### config.mk
export PLATFORM = sky130hd
export DESIGN_NAME = cache_mem_arbiter
export DESIGN_NICKNAME = d
export VERILOG_FILES = /design/src/rtl/cache_arb_pkg.sv /design/src/rtl/arb2_rr.sv /design/src/rtl/cache_mem_arbiter.sv
export SDC_FILE = /design/constraint.sdc
export NUM_CORES = 1
export LEC_CHECK = 0
export CORE_MARGIN = 4
export CORE_UTILIZATION = 26
export CTS_CLUSTER_DIAMETER = 150
export CTS_CLUSTER_SIZE = 16
export DETAILED_ROUTE_END_ITERATION = 12
export PLACE_DENSITY = 0.9
export REMOVE_ABC_BUFFERS = 1
export SLEW_MARGIN = 20
export SYNTH_ARGS = -nofsm -noshare
export SYNTH_HDL_FRONTEND = slang
export SYNTH_SLANG_ARGS = --single-unit
### constraint.sdc
create_clock -name CLK -period 1.2 [get_ports CLK]
set_input_delay 0.24 -clock CLK [delete_from_list [all_inputs] [get_ports CLK]]
set_output_delay 0.24 -clock CLK [all_outputs]
set_load 0.02 [all_outputs]
### src/rtl/cache_arb_pkg.sv
// Shared types and sizing helpers for the cache/main-memory arbiter.
// Optional build macro: OTTER_ARB_IFETCH_PRIO_EN (fixed I-cache priority).
package cache_arb_pkg;

    typedef enum logic {IDLE = 1'b0, BURST = 1'b1} arb_state_t;
    typedef enum logic {OWN_I = 1'b0, OWN_D = 1'b1} owner_t;

    // Bit positions of each requester inside the 2-bit req/gnt vectors
    localparam int IDX_I = 0;
    localparam int IDX_D = 1;

    // Default geometry of the OTTER_MCU memory port
    localparam int DEF_ADDR_W         = 32;
    localparam int DEF_DATA_W         = 32;
    localparam int DEF_WORDS_PER_LINE = 4;

    // Width of the beat counter for a given line length
    function automatic int beat_w(input int words);
        return (words <= 1) ? 1 : $clog2(words);
    endfunction

    // Number of byte-offset bits inside one cache line
    function automatic int line_off_bits(input int words, input int data_w);
        return $clog2(words * (data_w / 8));
    endfunction

    // Number of byte-offset bits inside one memory word
    function automatic int byte_off_bits(input int data_w);
        return $clog2(data_w / 8);
    endfunction

endpackage

### src/rtl/arb2_rr.sv
// Two-way request picker with a registered last-grant pointer.
// With OTTER_ARB_IFETCH_PRIO_EN defined it becomes a fixed-priority picker
// (I-cache wins) and the pointer disappears.
module arb2_rr
    import cache_arb_pkg::*;
(
    input  logic       CLK,
    input  logic       RESET,
    input  logic [1:0] req,
    input  logic       grant_en,
    output logic [1:0] gnt
);

`ifdef OTTER_ARB_IFETCH_PRIO_EN

    // Clock, reset and grant_en have no role without a pointer
    logic unused_prio;
    assign unused_prio = ^{CLK, RESET, grant_en};

    // Fixed priority: the instruction fetch path always wins a tie
    always_comb begin
        gnt = 2'b00;
        if (req[IDX_I]) begin
            gnt[IDX_I] = 1'b1;
        end else if (req[IDX_D]) begin
            gnt[IDX_D] = 1'b1;
        end
    end

`else

    owner_t last_q;
    owner_t last_d;

    // Round-robin pick: a lone request always wins, a tie goes to the side not served last
    always_comb begin
        gnt = 2'b00;
        case (req)
            2'b01:   gnt[IDX_I] = 1'b1;
            2'b10:   gnt[IDX_D] = 1'b1;
            2'b11: begin
                if (last_q == OWN_D) begin
                    gnt[IDX_I] = 1'b1;
                end else begin
                    gnt[IDX_D] = 1'b1;
                end
            end
            default: gnt = 2'b00;
        endcase
    end

    // Remember who was granted, only when the grant is actually taken
    always_comb begin
        last_d = last_q;
        if (grant_en && (req != 2'b00)) begin
            last_d = gnt[IDX_D] ? OWN_D : OWN_I;
        end
    end

    // Pointer register; reset marks the I-cache as last served so the D-cache is favoured
    always_ff @(posedge CLK or posedge RESET) begin
        if (RESET) begin
            last_q <= OWN_I;
        end else begin
            last_q <= last_d;
        end
    end

`endif

endmodule

### src/rtl/cache_mem_arbiter.sv
// Shares the single main-memory port between I-cache fills and D-cache
// fills/writebacks; each grant runs a WORDS_PER_LINE-beat burst.
// Optional build macro: OTTER_ARB_IFETCH_PRIO_EN (I-cache wins ties).
module cache_mem_arbiter
    import cache_arb_pkg::*;
#(
    parameter int ADDR_W         = DEF_ADDR_W,
    parameter int DATA_W         = DEF_DATA_W,
    parameter int WORDS_PER_LINE = DEF_WORDS_PER_LINE
)(
    input  logic              CLK,
    input  logic              RESET,
    input  logic              ic_req,
    input  logic [ADDR_W-1:0] ic_addr,
    output logic [DATA_W-1:0] ic_rdata,
    output logic              ic_rvalid,
    output logic              ic_done,
    input  logic              dc_req,
    input  logic              dc_we,
    input  logic [ADDR_W-1:0] dc_addr,
    input  logic [DATA_W-1:0] dc_wdata,
    output logic              dc_wready,
    output logic [DATA_W-1:0] dc_rdata,
    output logic              dc_rvalid,
    output logic              dc_done,
    output logic              mem_req,
    output logic              mem_we,
    output logic [ADDR_W-1:0] mem_addr,
    output logic [DATA_W-1:0] mem_wdata,
    input  logic [DATA_W-1:0] mem_rdata,
    input  logic              mem_ack
);

    localparam int BEAT_W = beat_w(WORDS_PER_LINE);
    localparam int OFF_W  = line_off_bits(WORDS_PER_LINE, DATA_W);
    localparam int BYTE_W = byte_off_bits(DATA_W);
    localparam logic [BEAT_W-1:0] LAST_BEAT = BEAT_W'(WORDS_PER_LINE - 1);
    localparam logic [ADDR_W-1:0] BASE_MASK = ~((ADDR_W'(1) << OFF_W) - ADDR_W'(1));

    arb_state_t        state_q, state_d;
    owner_t            owner_q, owner_d;
    logic [ADDR_W-1:0] base_q,  base_d;
    logic              we_q,    we_d;
    logic [BEAT_W-1:0] beat_q,  beat_d;

    logic [1:0] arb_req;
    logic [1:0] arb_gnt;
    logic       last_beat;

    assign arb_req   = {dc_req, ic_req};
    assign last_beat = (beat_q == LAST_BEAT);

    // Grants are only taken from IDLE, which also forces the turnaround cycle
    arb2_rr u_arb (
        .CLK      (CLK),
        .RESET    (RESET),
        .req      (arb_req),
        .grant_en (state_q == IDLE),
        .gnt      (arb_gnt)
    );

    // Next-state: latch owner/base/we at grant, count beats on each ack
    always_comb begin
        state_d = state_q;
        owner_d = owner_q;
        base_d  = base_q;
        we_d    = we_q;
        beat_d  = beat_q;
        case (state_q)
            IDLE: begin
                if (arb_gnt != 2'b00) begin
                    state_d = BURST;
                    beat_d  = '0;
                    if (arb_gnt[IDX_D]) begin
                        owner_d = OWN_D;
                        base_d  = dc_addr & BASE_MASK;
                        we_d    = dc_we;
                    end else begin
                        owner_d = OWN_I;
                        base_d  = ic_addr & BASE_MASK;
                        we_d    = 1'b0;
                    end
                end
            end
            BURST: begin
                if (mem_ack) begin
                    if (last_beat) begin
                        state_d = IDLE;
                        beat_d  = '0;
                    end else begin
                        beat_d  = beat_q + BEAT_W'(1);
                    end
                end
            end
            default: state_d = IDLE;
        endcase
    end

    // Outputs: memory side driven from latched state, read data passed straight through on ack
    always_comb begin
        mem_req   = 1'b0;
        mem_we    = 1'b0;
        mem_addr  = '0;
        mem_wdata = '0;
        ic_rdata  = '0;
        ic_rvalid = 1'b0;
        ic_done   = 1'b0;
        dc_rdata  = '0;
        dc_rvalid = 1'b0;
        dc_wready = 1'b0;
        dc_done   = 1'b0;
        if (state_q == BURST) begin
            mem_req  = 1'b1;
            mem_we   = we_q;
            mem_addr = base_q + (ADDR_W'(beat_q) << BYTE_W);
            if ((owner_q == OWN_D) && we_q) begin
                mem_wdata = dc_wdata;
            end
            if (mem_ack) begin
                if (owner_q == OWN_I) begin
                    ic_rvalid = 1'b1;
                    ic_rdata  = mem_rdata;
                    ic_done   = last_beat;
                end else begin
                    if (we_q) begin
                        dc_wready = 1'b1;
                    end else begin
                        dc_rvalid = 1'b1;
                        dc_rdata  = mem_rdata;
                    end
                    dc_done = last_beat;
                end
            end
        end
    end

    // State registers; async reset abandons any burst in flight without a done pulse
    always_ff @(posedge CLK or posedge RESET) begin
        if (RESET) begin
            state_q <= IDLE;
            owner_q <= OWN_I;
            base_q  <= '0;
            we_q    <= 1'b0;
            beat_q  <= '0;
        end else begin
            state_q <= state_d;
            owner_q <= owner_d;
            base_q  <= base_d;
            we_q    <= we_d;
            beat_q  <= beat_d;
        end
    end

endmodule

# Yosys cells after proc, flatten, opt, wreduce, memory -nomap -nowiden
# Cells that the tools add are included.
[totals] elab_cells=65 regBits=38
[classes] n_mux=44 n_addsub=2 bitwise=1 n_reduce_logical=6 eq_ne=6
[ops] op="$mux 32" count=11
[ops] op="$add 32x4->32" count=1
[ops] op="$mux 1" count=26
[ops] op="$eq 2x2->1 const B" count=3
[ops] op="$mux 2" count=3
[ops] op="$pmux 1 s2" count=3
[ops] op="$ne 2x2->1 const B" count=2
[ops] op="$pmux 2 s2" count=1
[ops] op="$reduce_and 2->1" count=2
[ops] op="$reduce_bool 2->1" count=2
[ops] op="$add 2x1->2 const B" count=1
[ops] op="$eq 2x1->1 const B" count=1
[ops] op="$logic_and 1x1->1" count=2
[ops] op="$not 1->1" count=1

# Logic depth before layout (Yosys ltp)
[depth] depth_word=5 mapped_depth=5 depth_no_buf=3

# By module
# From an unflattened synthesis, not the netlist that was laid out.
[hier_totals] hier_cells=323 hier_area_um2=2565.0
[by_module_without_submodules] module="cache_mem_arbiter" seq_area_each_um2=825.8 instances=1 area_each_um2=2506.2 cells_per_inst=316
[by_module_without_submodules] module="arb2_rr" seq_area_each_um2=25.0 instances=1 area_each_um2=58.8 cells_per_inst=7

# Worst setup path after synthesis
# Ideal clock, no wire load.
[synth_path] kind="flip-flop to output port" start="reg state_q" end="out dc_rdata[22]" n_path_buf=1 t_arrival_ns=1.347 required_ns=0.960 path_stages_with_launch=5 path_slack_ns=-0.387 path_cell_list="dfrtp_1 nand2_1 nor3_2 buf_2 and2_1"
[synth_between] elab_chain_len=1
[synth_lines] element="from (decl)" line_no="cache_mem_arbiter.sv:40" source="arb_state_t state_q, state_d;"
[synth_lines] element="from (signal assigned)" line_no="cache_mem_arbiter.sv:146" source="state_q <= state_d;"
[synth_lines] element="$mux 32" line_no="cache_mem_arbiter.sv:112" source="if (state_q == BURST) begin"
[synth_lines] element="to (decl)" line_no="cache_mem_arbiter.sv:23" source="output logic [DATA_W-1:0] dc_rdata,"
# No other way between the ends.

# Worst setup path after layout
[layout_path] start="reg state_q" end="out mem_wdata[22]"
[layout_between] elab_chain_len=1
[layout_lines] element="$mux 32" line_no="cache_mem_arbiter.sv:112"
[layout_lines] element="to (decl)" line_no="cache_mem_arbiter.sv:29" source="output logic [DATA_W-1:0] mem_wdata,"
# No other way between the ends.

==> results.txt <==
worst hold path type: in -> async
CP required: 0.96 ns
routed len/inst: 18.1 um
Final Hold Viols: 0
Pleak: 2.74 nW
H-tree Lvls: 2
xor/xnor share of the synthesized area: 0%
Final TNS setup: -75.78 ns
Pwr per Cell Area: 1910 mW/mm^2
first-pass GRT wire length: 18000 um
status: complete, but fails checks
synth cell count leaders: 128 x and2_1, 57 x a21oi_1, 34 x dfrtp_1
Final Setup Violations: 167
Simple-Gate Fraction of Synth Area: 43.4%
CTS tree: done
Worst R2R Setup Slack: -0.39 ns
gpl congestion: 0.885
mux cell area share after synthesis: 0%
synth top area cells: dfrtp_1 35%, and2_1 33%, a21oi_1 12%
failing checks: setup timing
Synth Area in Compound Gates: 14.7%
post-synth top area cell: dfrtp_1
flops & latches, synth: 34
Die Y: 105 um
die area: 0.0111 mm^2
DR DRC count: 0
Critical Path, Cell by Cell: buf_4 > and3_4 > clkbuf_16 > and2_1 > buf_4
Max Clk Rate: 564 MHz
PnR Total Power: 11.4 mW
antenna violations before repair: 1
Clk Latency, worst-skew pair: 0.28 ns
Synth Flop Type: dfrtp_1
Setup crit start: state_q
Layout Skew: 0.00651 ns
pre-CTS WS: -1.04 ns
Hold Slack: 0.305 ns
Synth Instances: 327
CP Capture Type: output pin
share of post-route cells with drive strength above 1: 43.8%
worst setup margin: -0.574 ns
largest net degree at the start of global routing: 35
drt initial violations: 79
Worst R2R Start: state_q
fin util: 64.2%
Critical Path AT: 1.53 ns
Syn Std Cell Area: 0.00246 mm^2
nets: 744
adder-cell share of the synthesized area: 0.508%
# IOs: 269
Slew Limit Fails: 0
Synth top area share: 34.6%
clk slew on worst S/H paths: 0.08 ns
asr flop ratio synth: 100%
Total GRT Usage: 20.4%
Die X: 105 um
GR Overflow Total: 0
drt total wl: 13300 um
worst-path fanout max: 16
Crit path largest cell delay: 0.42 ns
hpwl dp: 9090 um
vias in the first global route: 3411
RSZ-0062 raised after global routing: true
Max Cap Viol: 0
sequential fraction of the synthesis area: 34.6%
Yosys cell types: 27
clock root cell: clkbuf_8
Tmin final: 1.77 ns
CP startpoint kind: register
Most common cell on crit path: buf_4
largest family of logic cells by synthesized area: simple AND/OR/NAND/NOR gates
antenna-violating nets left: 0
DR vias/cell: 4.59
Max IR drop VDD: 1020 uV
CTS Sinks: 34
Ys Warns: 0
via count: 3391
Worst path slowest cell: dfrtp_1
Core Region: 0.00924 mm^2
syn_area_per_cell: 7.53 um^2
Filler Cells Inserted: 723
CTS buffer count: 5
WS Path Type: reg -> out
FP Rows: 35
maximum buffer depth of the clock tree: 2
period utilisation layout: 148%
P&R area growth vs syn: 141%
Starting Density: 26.6%
CTS Hold Bufs: 0
DRT Pass-1 Iters: 4
Post-synth EDFFs: 0
cell with the most instances after synthesis: and2_1
port buffer count: 258
Antenna diodes: 0
[layout make-up]
| type | instances | area, um^2 | area share, % |
|---|---|---|---|
| Timing Repair Buffer | 301 | 3090 | 52.0 |
| Multi-Input combinational cell | 264 | 1730 | 29.2 |
| Sequential cell | 34 | 852 | 14.4 |
| Tap cell | 129 | 161 | 2.72 |
| Clock buffer | 7 | 86.3 | 1.46 |
| Inverter | 3 | 11.3 | 0.190 |
| Clock inverter | 1 | 5.00 | 0.0844 |
[layer usage]
metal	GRT usage, %	routed length, um
met1	21.1	4880
met2	37.6	6990
met3	6.55	1140
met5	0	7
met4	8.43	335
[power breakdown]
group	switching, mW	internal (mW)	total, mW	leakage (nW)
Sequential	0.341	1.72	2.06	0.385
Clock	0.425	0.463	0.888	0.0482
Combinational	4.13	4.28	8.40	2.30
Total	4.89	6.46	11.4	2.74
[final timing paths]
check	endpoint	cells after the start
max in group asynchronous	owner_q	3
max reg2reg	base_q[17]	6
min reg2reg	base_q[28]	2
min in group CLK	base_q[26]	3
min	base_q[24]	3
max	mem_wdata[22]	5
[what timing repair did]
action | 4_1_cts | 5_1_grt
setup buffers | 7 | 5
pin swaps | 6 | 31
gates cloned | 2 | 8
gates resized for setup | 617 | 193
setup endpoints to repair | 166 | 167
[worst max-delay path: cells and delay by family, from the launching register on]
| family | cells | cell delay, ns |
|---|---|---|
| buf+inv | 3 | 0.50 |
| flops | 1 | 0.42 |
| simple gates | 2 | 0.33 |
[state kept, by name (all words and copies together) (netlist names)]
name	cells
state_q	1
we_q	1
u_arb.last_q	1
owner_q	1
base_q	28
beat_q	2
[logic make-up (layout without fill, tap and decap cells)]
kind of cell | after synthesis | after routing
other | 1 | 2
buffers and inverters | 30 | 312
AO/OA/AOI/OAI | 66 | 66
AND/OR/NAND/NOR | 195 | 195
adder cells (fa/ha/maj) | 1 | 1
flip-flops | 34 | 34
[stage by stage]
step	instance area [um^2]	instances
6_report	5930	739
5_1_grt	5930	739
4_1_cts	5430	726
3_5_place_dp	5320	709
3_3_place_gp	5320	709
2_1_floorplan	2310	301
[layout by cell type, fill, tap and decap left out, types with 2 or more instances in the layout]
cell type        instances
and2_1                  71
nor2_1                  28
a21oi_1                 44
a21oi_2                 12
buf_2                   22
nor2_4                   3
nand3_1                  3
buf_12                  11
conb_1                   2
buf_4                   61
dfrtp_1                 33
buf_6                   73
inv_1                    2
clkbuf_8                 6
nand2_1                 29
clkdlybuf4s50_1        124
clkbuf_16                6
and2_4                  57
Power figures use the tool's default switching activity.
